==> src/rtl/dmem_lsu.sv <==
// dmem_lsu -- MEM-stage load/store initiator for the single-port data memory.
//   Stores are posted into a WB_DEPTH-entry write buffer and drained whenever the
//   memory port is not busy with a load read. Loads forward from the youngest
//   matching buffer entry (latency 1) or read memory in state RD (latency 2).
// Ports:
//   clock, reset (synchronous, active-low)
//   req_valid/req_ready/req_we/req_addr/req_wdata : CPU request handshake
//   rsp_valid/rsp_rdata                           : load response (pulse / held data)
//   wb_empty                                      : no store still pending
//   d_we/d_addr/d_dataout/d_datain                : memory port (read data same cycle)
//   err                                           : out-of-bounds pulse
// Configuration:
//   DMEM_LSU_BOUNDS_EN : requests with req_addr >= DEPTH are accepted, never reach
//                        memory, loads return 0, err pulses the cycle after accept.
//                        Undefined: addresses pass through unchecked, err stays 0.
module dmem_lsu #(
   parameter int ADDR_W   = 8,
   parameter int DATA_W   = 16,
   parameter int DEPTH    = 64,
   parameter int WB_DEPTH = 2
) (
   input  logic              clock,
   input  logic              reset,
   input  logic              req_valid,
   output logic              req_ready,
   input  logic              req_we,
   input  logic [ADDR_W-1:0] req_addr,
   input  logic [DATA_W-1:0] req_wdata,
   output logic              rsp_valid,
   output logic [DATA_W-1:0] rsp_rdata,
   output logic              wb_empty,
   output logic              d_we,
   output logic [ADDR_W-1:0] d_addr,
   output logic [DATA_W-1:0] d_dataout,
   input  logic [DATA_W-1:0] d_datain,
   output logic              err
);

   localparam int PTR_W = $clog2(WB_DEPTH);
   localparam int CNT_W = PTR_W + 1;

`ifdef DMEM_LSU_BOUNDS_EN
   localparam bit BOUNDS_EN = 1'b1;
`else
   localparam bit BOUNDS_EN = 1'b0;
`endif

   typedef enum logic {IDLE = 1'b0, RD = 1'b1} state_t;

   state_t            state_q, state_d;
   logic [ADDR_W-1:0] wb_addr_q [WB_DEPTH];
   logic [ADDR_W-1:0] wb_addr_d [WB_DEPTH];
   logic [DATA_W-1:0] wb_data_q [WB_DEPTH];
   logic [DATA_W-1:0] wb_data_d [WB_DEPTH];
   logic [PTR_W-1:0]  rd_ptr_q, rd_ptr_d, wr_ptr_q, wr_ptr_d, iss_ptr;
   logic [CNT_W-1:0]  count_q, count_d;
   logic              rsp_valid_q, rsp_valid_d;
   logic [DATA_W-1:0] rsp_rdata_q, rsp_rdata_d;
   logic              d_we_q, d_we_d;
   logic [ADDR_W-1:0] d_addr_q, d_addr_d;
   logic [DATA_W-1:0] d_dataout_q, d_dataout_d;
   logic              err_q, err_d;

   logic              wb_full, accept, oob, hit, push, pop, issue;
   logic [DATA_W-1:0] hit_data;

   assign wb_full   = (count_q == CNT_W'(WB_DEPTH));
   assign req_ready = (state_q == IDLE) && !wb_full;
   assign accept    = req_valid && req_ready;
   assign oob       = BOUNDS_EN && (int'(req_addr) >= DEPTH);

   // Youngest match wins: scan oldest -> youngest, later hits overwrite.
   // The entry currently on the port stays in the buffer until its write edge.
   always_comb begin
      hit      = 1'b0;
      hit_data = '0;
      for (int i = 0; i < WB_DEPTH; i++) begin
         if (CNT_W'(i) < count_q && wb_addr_q[rd_ptr_q + PTR_W'(i)] == req_addr) begin
            hit      = 1'b1;
            hit_data = wb_data_q[rd_ptr_q + PTR_W'(i)];
         end
      end
   end

   always_comb begin
      state_d     = state_q;
      wb_addr_d   = wb_addr_q;
      wb_data_d   = wb_data_q;
      rd_ptr_d    = rd_ptr_q;
      wr_ptr_d    = wr_ptr_q;
      rsp_valid_d = 1'b0;
      rsp_rdata_d = rsp_rdata_q;
      d_we_d      = 1'b0;
      d_addr_d    = d_addr_q;
      d_dataout_d = d_dataout_q;
      err_d       = 1'b0;
      push        = 1'b0;

      case (state_q)
         IDLE: begin
            if (accept) begin
               if (oob) begin
                  err_d = 1'b1;
                  if (!req_we) begin
                     rsp_valid_d = 1'b1;
                     rsp_rdata_d = '0;
                  end
               end else if (req_we) begin
                  push = 1'b1;
               end else if (hit) begin
                  rsp_valid_d = 1'b1;
                  rsp_rdata_d = hit_data;
               end else begin
                  state_d  = RD;
                  d_addr_d = req_addr;
               end
            end
         end
         RD: begin
            rsp_valid_d = 1'b1;
            rsp_rdata_d = d_datain;
            state_d     = IDLE;
         end
      endcase

      // The head entry is written while d_we_q is high and popped at that edge;
      // the next entry may be launched on the same edge so drains run back-to-back.
      pop     = d_we_q;
      iss_ptr = rd_ptr_q + PTR_W'(d_we_q);
      issue   = (state_d != RD) && (count_q > CNT_W'(d_we_q));
      if (issue) begin
         d_we_d      = 1'b1;
         d_addr_d    = wb_addr_q[iss_ptr];
         d_dataout_d = wb_data_q[iss_ptr];
      end

      if (push) begin
         wb_addr_d[wr_ptr_q] = req_addr;
         wb_data_d[wr_ptr_q] = req_wdata;
         wr_ptr_d            = wr_ptr_q + 1'b1;
      end
      if (pop) rd_ptr_d = rd_ptr_q + 1'b1;
      count_d = count_q + CNT_W'(push) - CNT_W'(pop);
   end

   always_ff @(posedge clock) begin
      if (!reset) begin
         state_q     <= IDLE;
         rd_ptr_q    <= '0;
         wr_ptr_q    <= '0;
         count_q     <= '0;
         rsp_valid_q <= 1'b0;
         rsp_rdata_q <= '0;
         d_we_q      <= 1'b0;
         d_addr_q    <= '0;
         d_dataout_q <= '0;
         err_q       <= 1'b0;
         for (int i = 0; i < WB_DEPTH; i++) begin
            wb_addr_q[i] <= '0;
            wb_data_q[i] <= '0;
         end
      end else begin
         state_q     <= state_d;
         rd_ptr_q    <= rd_ptr_d;
         wr_ptr_q    <= wr_ptr_d;
         count_q     <= count_d;
         rsp_valid_q <= rsp_valid_d;
         rsp_rdata_q <= rsp_rdata_d;
         d_we_q      <= d_we_d;
         d_addr_q    <= d_addr_d;
         d_dataout_q <= d_dataout_d;
         err_q       <= err_d;
         wb_addr_q   <= wb_addr_d;
         wb_data_q   <= wb_data_d;
      end
   end

   assign rsp_valid = rsp_valid_q;
   assign rsp_rdata = rsp_rdata_q;
   assign wb_empty  = (count_q == '0);
   assign d_we      = d_we_q;
   assign d_addr    = d_addr_q;
   assign d_dataout = d_dataout_q;
   assign err       = err_q;

endmodule
==> config.mk <==
export PLATFORM = sky130hd
export DESIGN_NAME = dmem_lsu
export DESIGN_NICKNAME = d
export VERILOG_FILES = /design/src/rtl/dmem_lsu.sv
export SDC_FILE = /design/constraint.sdc
export NUM_CORES = 1
export LEC_CHECK = 0
export CORE_MARGIN = 10
export CORE_UTILIZATION = 52
export CTS_CLUSTER_DIAMETER = 150
export DETAILED_ROUTE_END_ITERATION = 16
export PLACE_DENSITY = 0.8
export SLEW_MARGIN = 20
export SYNTH_ARGS = -nofsm -noshare
export SYNTH_HDL_FRONTEND = slang
export SYNTH_SLANG_ARGS = --single-unit
export TNS_END_PERCENT = 50
==> constraint.sdc <==
create_clock -name clock -period 3 [get_ports clock]
set_input_delay 0.45 -clock clock [delete_from_list [all_inputs] [get_ports clock]]
set_output_delay 0.45 -clock clock [all_outputs]
set_load 0.05 [all_outputs]
Word-level counts from Yosys, hierarchy flattened
Cells that the tools add are included.

Word-level logic and storage cells: 101. Flip-flop bits (word level): 95. Input port bits: 44.

Multiplexer cells: 49. $lt $le $gt $ge: 8. Add/subtract/negate cells: 5. Reduce and logical (&&, ||, !) cells: 11. Equal/unequal tests: 9. Bitwise gates (word level): 6.

Operators by type and width (count): 2-to-1 mux 16 bit (15); 2-to-1 mux 8 bit (15); bitwise mux 32 bit (1); case mux 16 bit (2 select lines) (1); bitwise mux 16 bit (1); demux 16 bit (select 1 bit) (1); == test 8 bit (2); 2-to-1 mux 1 bit (12); demux 8 bit (select 1 bit) (1); greater-or-equal comparator 2 bit (second input constant) (4); NOT 1 -> 2 bit (4); logical AND 1 bit (6); != test 2 x 1 -> 1 bit (second input constant) (3); != test 2 bit (second input constant) (3); less-than comparator 1 x 2 -> 1 bit (first input constant) (2); case mux 1 bit (2 select lines) (2); AND reduction 4 bit (1); AND reduction 3 bit (1); adder 1 bit (second input constant) (2); adder 2 x 1 -> 2 bit (1); == test 2 bit (second input constant) (1); greater-than comparator 2 x 1 -> 1 bit (1); zero test 2 bit (1); less-than comparator 2 x 1 -> 1 bit (second input constant) (1); other kinds (5) (6).

Depth between registers and ports, before layout
Gate-level depths: netlist of run 1.

Word-level depth: 16. Depth in mapped cells: 12.

Least setup slack after synthesis of run 1
OpenSTA, ideal clock, no wires.

Path type: register to register. From: reg count_q[1]. To: reg count_q[1]. Buffers on the path: 1. Data arrival time: 2.524 ns. Slack: 0.348 ns. Cell stages (with the launch flop): 10. Cells stage by stage: dfxtp_1 clkbuf_1 a21oi_1 nand3_1 ha_1 inv_1 ha_1 xor2_1 xnor2_1 nor2_1.

Longest elaborated chain between the ends: 8.

RTL lines: start, declared (line 56) `logic [CNT_W-1:0] count_q, count_d;`; start signal, assigned (line 166) `count_q <= count_d;`; == test 2 bit (line 67) `assign wb_full = (count_q == CNT_W'(WB_DEPTH));`; zero test 1 bit (line 68) `assign req_ready = (state_q == IDLE) && !wb_full;`; logical AND 1 bit (line 68); net req_ready (line 25) `output logic req_ready,`; logical AND 1 bit (line 69) `assign accept = req_valid && req_ready;`; 2-to-1 mux 1 bit (line 101) `if (accept) begin`; 2-to-1 mux 1 bit (line 99) `case (state_q)`; adder 2 x 1 -> 2 bit (line 143) `count_d = count_q + CNT_W'(push) - CNT_W'(pop);`; subtractor 2 x 1 -> 2 bit (line 143).

The timed path passes the listed nets, and every way through them passes these cells. A chain may end at the register's enable or synchronous reset.

Worst setup path in the final report of run 1
From: reg rd_ptr_q. To: reg rsp_rdata_q[10] (netlist: rsp_rdata[10]).

Longest elaborated chain between the ends: 12. Elaborated cells on any way between the ends: 29. Those cells by class: add/sub: 1; eq/ne: 3; mux: 20; bitwise: 2; reduce/logical: 3.

RTL lines: start, declared (line 55) `logic [PTR_W-1:0] rd_ptr_q, rd_ptr_d, wr_ptr_q, wr_ptr_d, iss_ptr;`; start signal, assigned (line 164) `rd_ptr_q <= rd_ptr_d;`; adder 1 bit / NOT 1 -> 2 bit (equally long branches) (line 78, 80); NOT 1 -> 2 bit (implied by the code) / 2-to-1 mux 8 bit (equally long branches) (line 78, 80); 2-to-1 mux 8 bit (implied by the code) (2 in a row) (line 78) `if (CNT_W'(i) < count_q && wb_addr_q[rd_ptr_q + PTR_W'(i)] == req_addr) begin`; 2-to-1 mux 8 bit (implied by the code) / == test 8 bit (equally long branches) (line 78); == test 8 bit / logical AND 1 bit (equally long branches) (line 78); logical AND 1 bit / 2-to-1 mux 16 bit (equally long branches) (line 78); 2-to-1 mux 16 bit (line 78); 2-to-1 mux 16 bit (line 110) `end else if (hit) begin`; 2-to-1 mux 16 bit (line 108) `end else if (req_we) begin`; 2-to-1 mux 16 bit (line 101); case mux 16 bit (2 select lines) (line 99); end signal, assigned (line 168) `rsp_rdata_q <= rsp_rdata_d;`; end, declared (line 58) `logic [DATA_W-1:0] rsp_rdata_q, rsp_rdata_d;`.

Several ways; a longest one is shown, not always the timed one. The select of a mux whose other input is x is not followed.

==> results of run 1 <==
final timing paths:
| kind | startpoint | end | cells past startpoint |
|---|---|---|---|
| max | rd_ptr_q$_SDFFE_PN0P_ | rsp_rdata[10]$_SDFFE_PN0P_ | 9 |
| min | rsp_rdata[3]$_SDFFE_PN0P_ | rsp_rdata[3]$_SDFFE_PN0P_ | 2 |
| max reg2reg | rd_ptr_q$_SDFFE_PN0P_ | rsp_rdata[10]$_SDFFE_PN0P_ | 9 |
| min reg2reg | rsp_rdata[3]$_SDFFE_PN0P_ | rsp_rdata[3]$_SDFFE_PN0P_ | 2 |
through the flow:
| stage | worst slack (ns) | util, % | cell area (um^2) | power (uW) |
|---|---|---|---|---|
| after CTS | 0.2481 | 68.32 | 5698 | 4579 |
| after detailed placement | 0.005868 | 65.57 | 5469 | 3637 |
| after global placement | 0.1226 | 65.57 | 5469 | 3589 |
| final | 0.2443 | 68.32 | 5698 | 4556 |
| after floorplan | 0.3480 | - | 4519 | 3009 |
| after global routing | 0.01375 | 68.32 | 5698 | 4795 |
power by group through the flow:
| stage | clock, uW | sequential [uW] | combinational, uW |
|---|---|---|---|
| after floorplan | 0 | 2010 | 995 |
| after global placement | 0 | 1600 | 1990 |
| after detailed placement | 0 | 1610 | 2030 |
| after CTS | 964 | 1580 | 2040 |
| after global routing | 1020 | 1600 | 2170 |
| final | 955 | 1580 | 2020 |
cell usage in the layout, fill, tap and decap left out, types with 4 or more instances in the layout:
master           instances
nand2_1                 99
dfxtp_1                 95
clkdlybuf4s50_1         87
a21oi_1                 59
mux2i_1                 48
nor2_1                  41
inv_1                   22
a211oi_1                16
nor2b_1                 15
buf_4                   14
o32ai_1                 13
a221oi_1                12
xor2_1                  11
clkbuf_8                 9
xnor2_1                  5
and2_1                   4
synthesized netlist by cell type, types with 2 or more instances:
master,n,area share [%]
o2111ai_1,2,0.39
dfxtp_1,95,42
xnor2_1,5,0.97
and3_1,2,0.28
and2_1,4,0.55
o32ai_2,2,0.72
o21bai_1,2,0.33
buf_4,3,0.50
mux2i_1,48,11
ha_1,3,0.83
buf_6,5,1.2
a21oi_1,59,6.5
nor2_1,41,3.4
nand3_1,2,0.22
buf_2,7,0.78
clkbuf_1,21,1.7
a221oi_1,12,2.3
a211oi_1,16,2.7
xor2_1,12,2.3
nor2b_1,15,2.1
o32ai_1,13,2.5
a221oi_2,3,1.0
nand4_1,3,0.42
inv_1,23,1.9
nand2_1,99,8.2
tightest hold or removal path, stage by stage (launching register included):
cell and delay (ns):
dfxtp_1 0.32, inv_1 0.05, o32ai_1 0.05
area by class of cell:
class	instances	share of cell area (%)
Multi-Input combinational cell	363	40.95
Sequential cell	95	33.38
Timing Repair Buffer	103	17.83
Tap cell	105	2.306
Clock buffer	9	2.174
Clock inverter	7	1.845
Inverter	23	1.515
flip-flops by register name, indices dropped and copies added, names as in the netlist, 2 cells and up:
signal,cells
wb_data_q,32
d_dataout,16
rsp_rdata,16
wb_addr_q,16
d_addr,8
count_q,2
routing by layer:
metal / part of all wire [%] / wire [um] / global-route usage [%]
met2: 49 / 5863 / 30.45
met1: 42 / 5091 / 23.50
met4: 1.9 / 233 / 5.668
met5: 0 / 0 / 0
met3: 7.4 / 892 / 4.966
logic make-up after synthesis:
kind of cell,share of synthesized area [%]
xor+xnor,3.295
mux,11.46
fa+ha+maj,0.8307
simple gates,17.47
other cells,0.08298
flops,42.08
buf+inv,6.700
compound gates,18.08
==> flow_metrics.env, run 1 <==
export IMPL_clkTransAtPathRegs_ns=0.09
export IMPL_seq_power_share_pct=34.7
export IMPL_path_cells="buf_12, mux2i_1, xor2_1, o2111ai_1, or2_1, buf_4, a21boi_2, or3_1, o32ai_1"
export IMPL_cts_buffer_depth=2
export IMPL_combPwrFrac_pct=44.4
export IMPL_status="complete, no violations"
export IMPL_drc=0
export IMPL_fp_dieW_um=113.2
export IMPL_syn_to_final_growth_pct=26.08
export IMPL_clk_latency_ns=0.36
export IMPL_grt_pass1_vias=3940
export IMPL_cts_setup_buffers=0
export IMPL_synthCells=519
export IMPL_end_kind="flip-flop"
export IMPL_ys_ff_latch=95
export IMPL_r2r_setup_slack_ns=0.24
export IMPL_p_leak_uw=0.001969
export IMPL_first_pass_iters=5
export IMPL_swShare_pct=40.93
export IMPL_start_util_pct=54.19
export IMPL_fin_hold_ws_ns=0.4606
export IMPL_final_hold_viol_count=0
export IMPL_cp_arrival_ns=2.98
export IMPL_antenna_found_initial=0
export IMPL_avgSynthCellArea_um2=8.708
export IMPL_cts_tree="done"
export IMPL_synth_edf_count=0
export IMPL_ys_flop_type="dfxtp_1"
export IMPL_layout_min_cycle_time_ns=2.756
export IMPL_ant_nets=0
export IMPL_hold_buffers=0
export IMPL_clock_root_buffer="clkbuf_8"
export IMPL_max_stage_delay_ns=0.51
export IMPL_hpwl_um=8390
export IMPL_vias=3998
export IMPL_hp_class="flip-flop to flip-flop"
export IMPL_slew_headroom_pct=51.97
export IMPL_grt_pass1_wl_um=19970
export IMPL_worst_slew_pin_slew_ns=0.7193
export IMPL_dp_cells=689
export IMPL_ios=89
export IMPL_setup_viol=0
export IMPL_cts_buffers=9
export IMPL_postSynthNetCount=566
export IMPL_power_frac_clock_pct=21.0
export IMPL_intPower_uw=2691
export IMPL_synth_seq_area_share_pct=42.08
export IMPL_post_route_period_util_pct=91.86
export IMPL_fmax_mhz=362.9
export IMPL_grt_max_degree=41
export IMPL_ff_latch_area_um2=1902
export IMPL_multiInputGateArea_um2=2333
export IMPL_wirelength_um=12080
export IMPL_worstSetupPathType="flip-flop to flip-flop"
export IMPL_htree_num_levels=3
export IMPL_worst_path_buf_inv=2
export IMPL_overflow=0
export IMPL_grt_setup_unrepaired="no"
export IMPL_row_count=33
export IMPL_portBuffers=87
export IMPL_die_area_um2=12820
export IMPL_cp_slowest_cell="or3_1"
export IMPL_synthArstFlopShare_pct=0
export IMPL_final_layout_size_suffix_gt1_share_pct=7.833
export IMPL_wl_per_cell_um=17.13
export IMPL_n_antenna_cell=0
export IMPL_p_per_area_nw_per_um2=799.6
export IMPL_startpoint_type="flip-flop"
export IMPL_filler_cell_count=665
export IMPL_critPathTopFamily="simple AND/OR/NAND/NOR gates"
export IMPL_nets=642
export IMPL_finalWeightedCongestion=0.8008
export IMPL_stdcell_count=705
export IMPL_cp_max_fo=23
export IMPL_grtUsageTotal_pct=18.67
export IMPL_slew_violations=0
export IMPL_die_height_um=113.2
export IMPL_fin_setup_tns_ns=0
export IMPL_cts_resized=0
export IMPL_crit_required_ns=3.22
export IMPL_cts_sinks=95
export IMPL_vias_per_cell=5.671
export IMPL_yosysUniqueCellTypes=47
export IMPL_yosysWarnings=0
export IMPL_syn_cell_area_um2=4519
export IMPL_maxCapViolCount=0
export IMPL_switching_power_uw=1865
export IMPL_coreArea_um2=8341
export IMPL_finClkSkew_ns=0.004491
export IMPL_initialDrtViolationCount=201
export IMPL_ir_drop_mv=0.4008
Power figures use the tool's default switching activity.
==> run 2: changes to the inputs <==
--- a/config.mk
+++ b/config.mk
@@ -8,6 +8,7 @@
 export CORE_MARGIN = 10
 export CORE_UTILIZATION = 52
 export CTS_CLUSTER_DIAMETER = 150
+export CTS_CLUSTER_SIZE = 8
 export DETAILED_ROUTE_END_ITERATION = 16
 export PLACE_DENSITY = 0.8
 export SLEW_MARGIN = 20
==> results of run 2 <==
Final layout, timing and power as in run 1 (identical DEF).
==> run 3: changes to the inputs <==
==> constraint.sdc (replaced) <==
create_clock -name clock -period 3 [get_ports clock]
set_input_delay 0.6 -clock clock [delete_from_list [all_inputs] [get_ports clock]]
set_output_delay 0.6 -clock clock [all_outputs]
set_load 0.05 [all_outputs]
==> run 3 against run 2 <==
Net effect: die area stayed put; highest routed layer unchanged; critical endpoint is now req_ready; largest cell class unchanged; register-to-register slack better by 0.096 ns; fmax is 3.4% higher.
==> flow_metrics.env, run 3 (synthesis results as in run 1) <==
export IMPL_multiInputGateArea_um2=2333
export IMPL_slew_violations=0
export IMPL_initialDrtViolationCount=238
export IMPL_cts_buffer_depth=2
export IMPL_slew_headroom_pct=46.29
export IMPL_start_util_pct=54.19
export IMPL_vias=4108
export IMPL_clkTransAtPathRegs_ns=0.09
export IMPL_crit_required_ns=2.40
export IMPL_first_pass_iters=5
export IMPL_maxCapViolCount=0
export IMPL_dp_cells=696
export IMPL_die_area_um2=12820
export IMPL_cts_setup_buffers=0
export IMPL_holdCritStartpoint="rsp_rdata[6]$_SDFFE_PN0P_"
export IMPL_row_count=33
export IMPL_end_kind="output port"
export IMPL_ant_nets=0
export IMPL_nets=649
export IMPL_cts_tree="done"
export IMPL_ir_drop_mv=0.4743
export IMPL_finalWeightedCongestion=0.8170
export IMPL_hold_buffers=0
export IMPL_status="complete, no violations"
export IMPL_cp_arrival_ns=2.07
export IMPL_fp_dieW_um=113.2
export IMPL_r2r_cells=8
export IMPL_layout_min_cycle_time_ns=2.666
export IMPL_drc=0
export IMPL_grt_max_degree=41
export IMPL_fmax_mhz=375.1
export IMPL_grt_setup_unrepaired="no"
export IMPL_worstSetupPathType="flip-flop to output port"
export IMPL_r2r_setup_slack_ns=0.34
export IMPL_final_hold_viol_count=0
export IMPL_regMostFlops="wb_data_q"
export IMPL_post_route_period_util_pct=88.86
export IMPL_wirelength_um=12770
export IMPL_cts_resized=0
export IMPL_reg2reg_from="rd_ptr_q$_SDFFE_PN0P_"
export IMPL_final_common_cell="nand2_1"
export IMPL_final_cell_mix="99 x nand2_1, 95 x dfxtp_1, 87 x clkdlybuf4s50_1"
export IMPL_fin_setup_tns_ns=0
export IMPL_grt_pass1_wl_um=21120
export IMPL_hpwl_um=9083
export IMPL_reg2reg_to="rsp_rdata[14]$_SDFFE_PN0P_"
export IMPL_holdPathEnd="rsp_rdata[6]$_SDFFE_PN0P_"
export IMPL_cp_max_fo=5
export IMPL_clk_latency_ns=0.36
export IMPL_overflow=0
export IMPL_clock_root_buffer="clkbuf_8"
export IMPL_largest_register_ffs=32
export IMPL_coreArea_um2=8341
export IMPL_finClkSkew_ns=0.005959
export IMPL_ff_latch_area_um2=1902
export IMPL_cts_buffers=9
export IMPL_setup_viol=0
export IMPL_grtUsageTotal_pct=19.71
export IMPL_worst_slew_pin_slew_ns=0.8044
export IMPL_vias_per_cell=5.770
export IMPL_final_layout_size_suffix_gt1_share_pct=8.896
export IMPL_grt_pass1_vias=4236
export IMPL_portBuffers=87
export IMPL_syn_to_final_growth_pct=27.80
export IMPL_cts_sinks=95
export IMPL_p_leak_uw=0.002018
export IMPL_stdcell_count=712
export IMPL_wl_per_cell_um=17.94
export IMPL_p_per_area_nw_per_um2=807.3
export IMPL_ios=89
export IMPL_holdPathStages=2
export IMPL_hp_class="flip-flop to flip-flop"
export IMPL_antenna_found_initial=0
export IMPL_htree_num_levels=3
export IMPL_filler_cell_count=644
export IMPL_die_height_um=113.2
export IMPL_startpoint_type="flip-flop"
export IMPL_n_antenna_cell=0
[run 3: cell types whose count changed in the layout (fill, tap and decap cells not counted)]
cell,before,now
inv_6,1,2
clkinv_2,0,2
buf_12,2,3
buf_4,14,20
clkinvlp_4,1,0
bufinv_16,2,3
clkinv_4,2,0
inv_8,1,0
[run 3: how the worst max path moves through the flow]
| stage | from | to | slack, ns | cells past startpoint |
|---|---|---|---|---|
| 2_1_floorplan | count_q[1]$_SDFF_PN0_ | count_q[1]$_SDFF_PN0_ | 0.35 | 9 |
| 3_3_place_gp | req_addr[7] | rsp_rdata[14]$_SDFFE_PN0P_ | 0.12 | 7 |
| 3_5_place_dp | req_addr[7] | rsp_rdata[14]$_SDFFE_PN0P_ | 0.01 | 7 |
| 4_1_cts | count_q[0]$_SDFF_PN0_ | req_ready | 0.32 | 3 |
| 5_1_grt | count_q[0]$_SDFF_PN0_ | req_ready | 0.15 | 3 |
| 6_report | count_q[0]$_SDFF_PN0_ | req_ready | 0.33 | 3 |
[run 3: layout make-up]
class                           instances  share of cell area (%)
Clock buffer                            9                   2.145
Clock inverter                          7                   2.036
Timing Repair Buffer                  110                   18.72
Inverter                               23                   1.495
Multi-Input combinational cell        363                   40.40
Tap cell                              105                   2.275
Sequential cell                        95                   32.93
[run 3: metal layers]
metal | GRT usage, % | wire length (um)
met5 | 0 | 0
met4 | 5.330 | 165
met2 | 34.75 | 6341
met1 | 22.87 | 5298
met3 | 5.335 | 966
[run 3: report_power, final]
part	switching [uW]	internal, uW
clock network	461	557
registers	138	1450
logic	1280	778
total	1880	2780
[run 3: worst max-delay path, stage by stage, from the launching register on]
cell and delay, ns:
dfxtp_1 0.43, inv_1 0.09, a21oi_1 0.31, clkdlybuf4s50_1 0.88
[run 3: stage by stage]
stage	util, %	setup WS [ns]	total power (uW)	hold slack [ns]	instance area (um^2)
finish	69.25	0.3343	4663	0.4640	5776
global placement	66.35	0.1245	3601	0.4449	5534
global route	69.25	0.1532	4889	0.4904	5776
detailed placement	66.35	0.01090	3672	0.4501	5534
CTS	69.25	0.3199	4678	0.4627	5776
floorplan	-	0.3480	3009	0.4363	4519
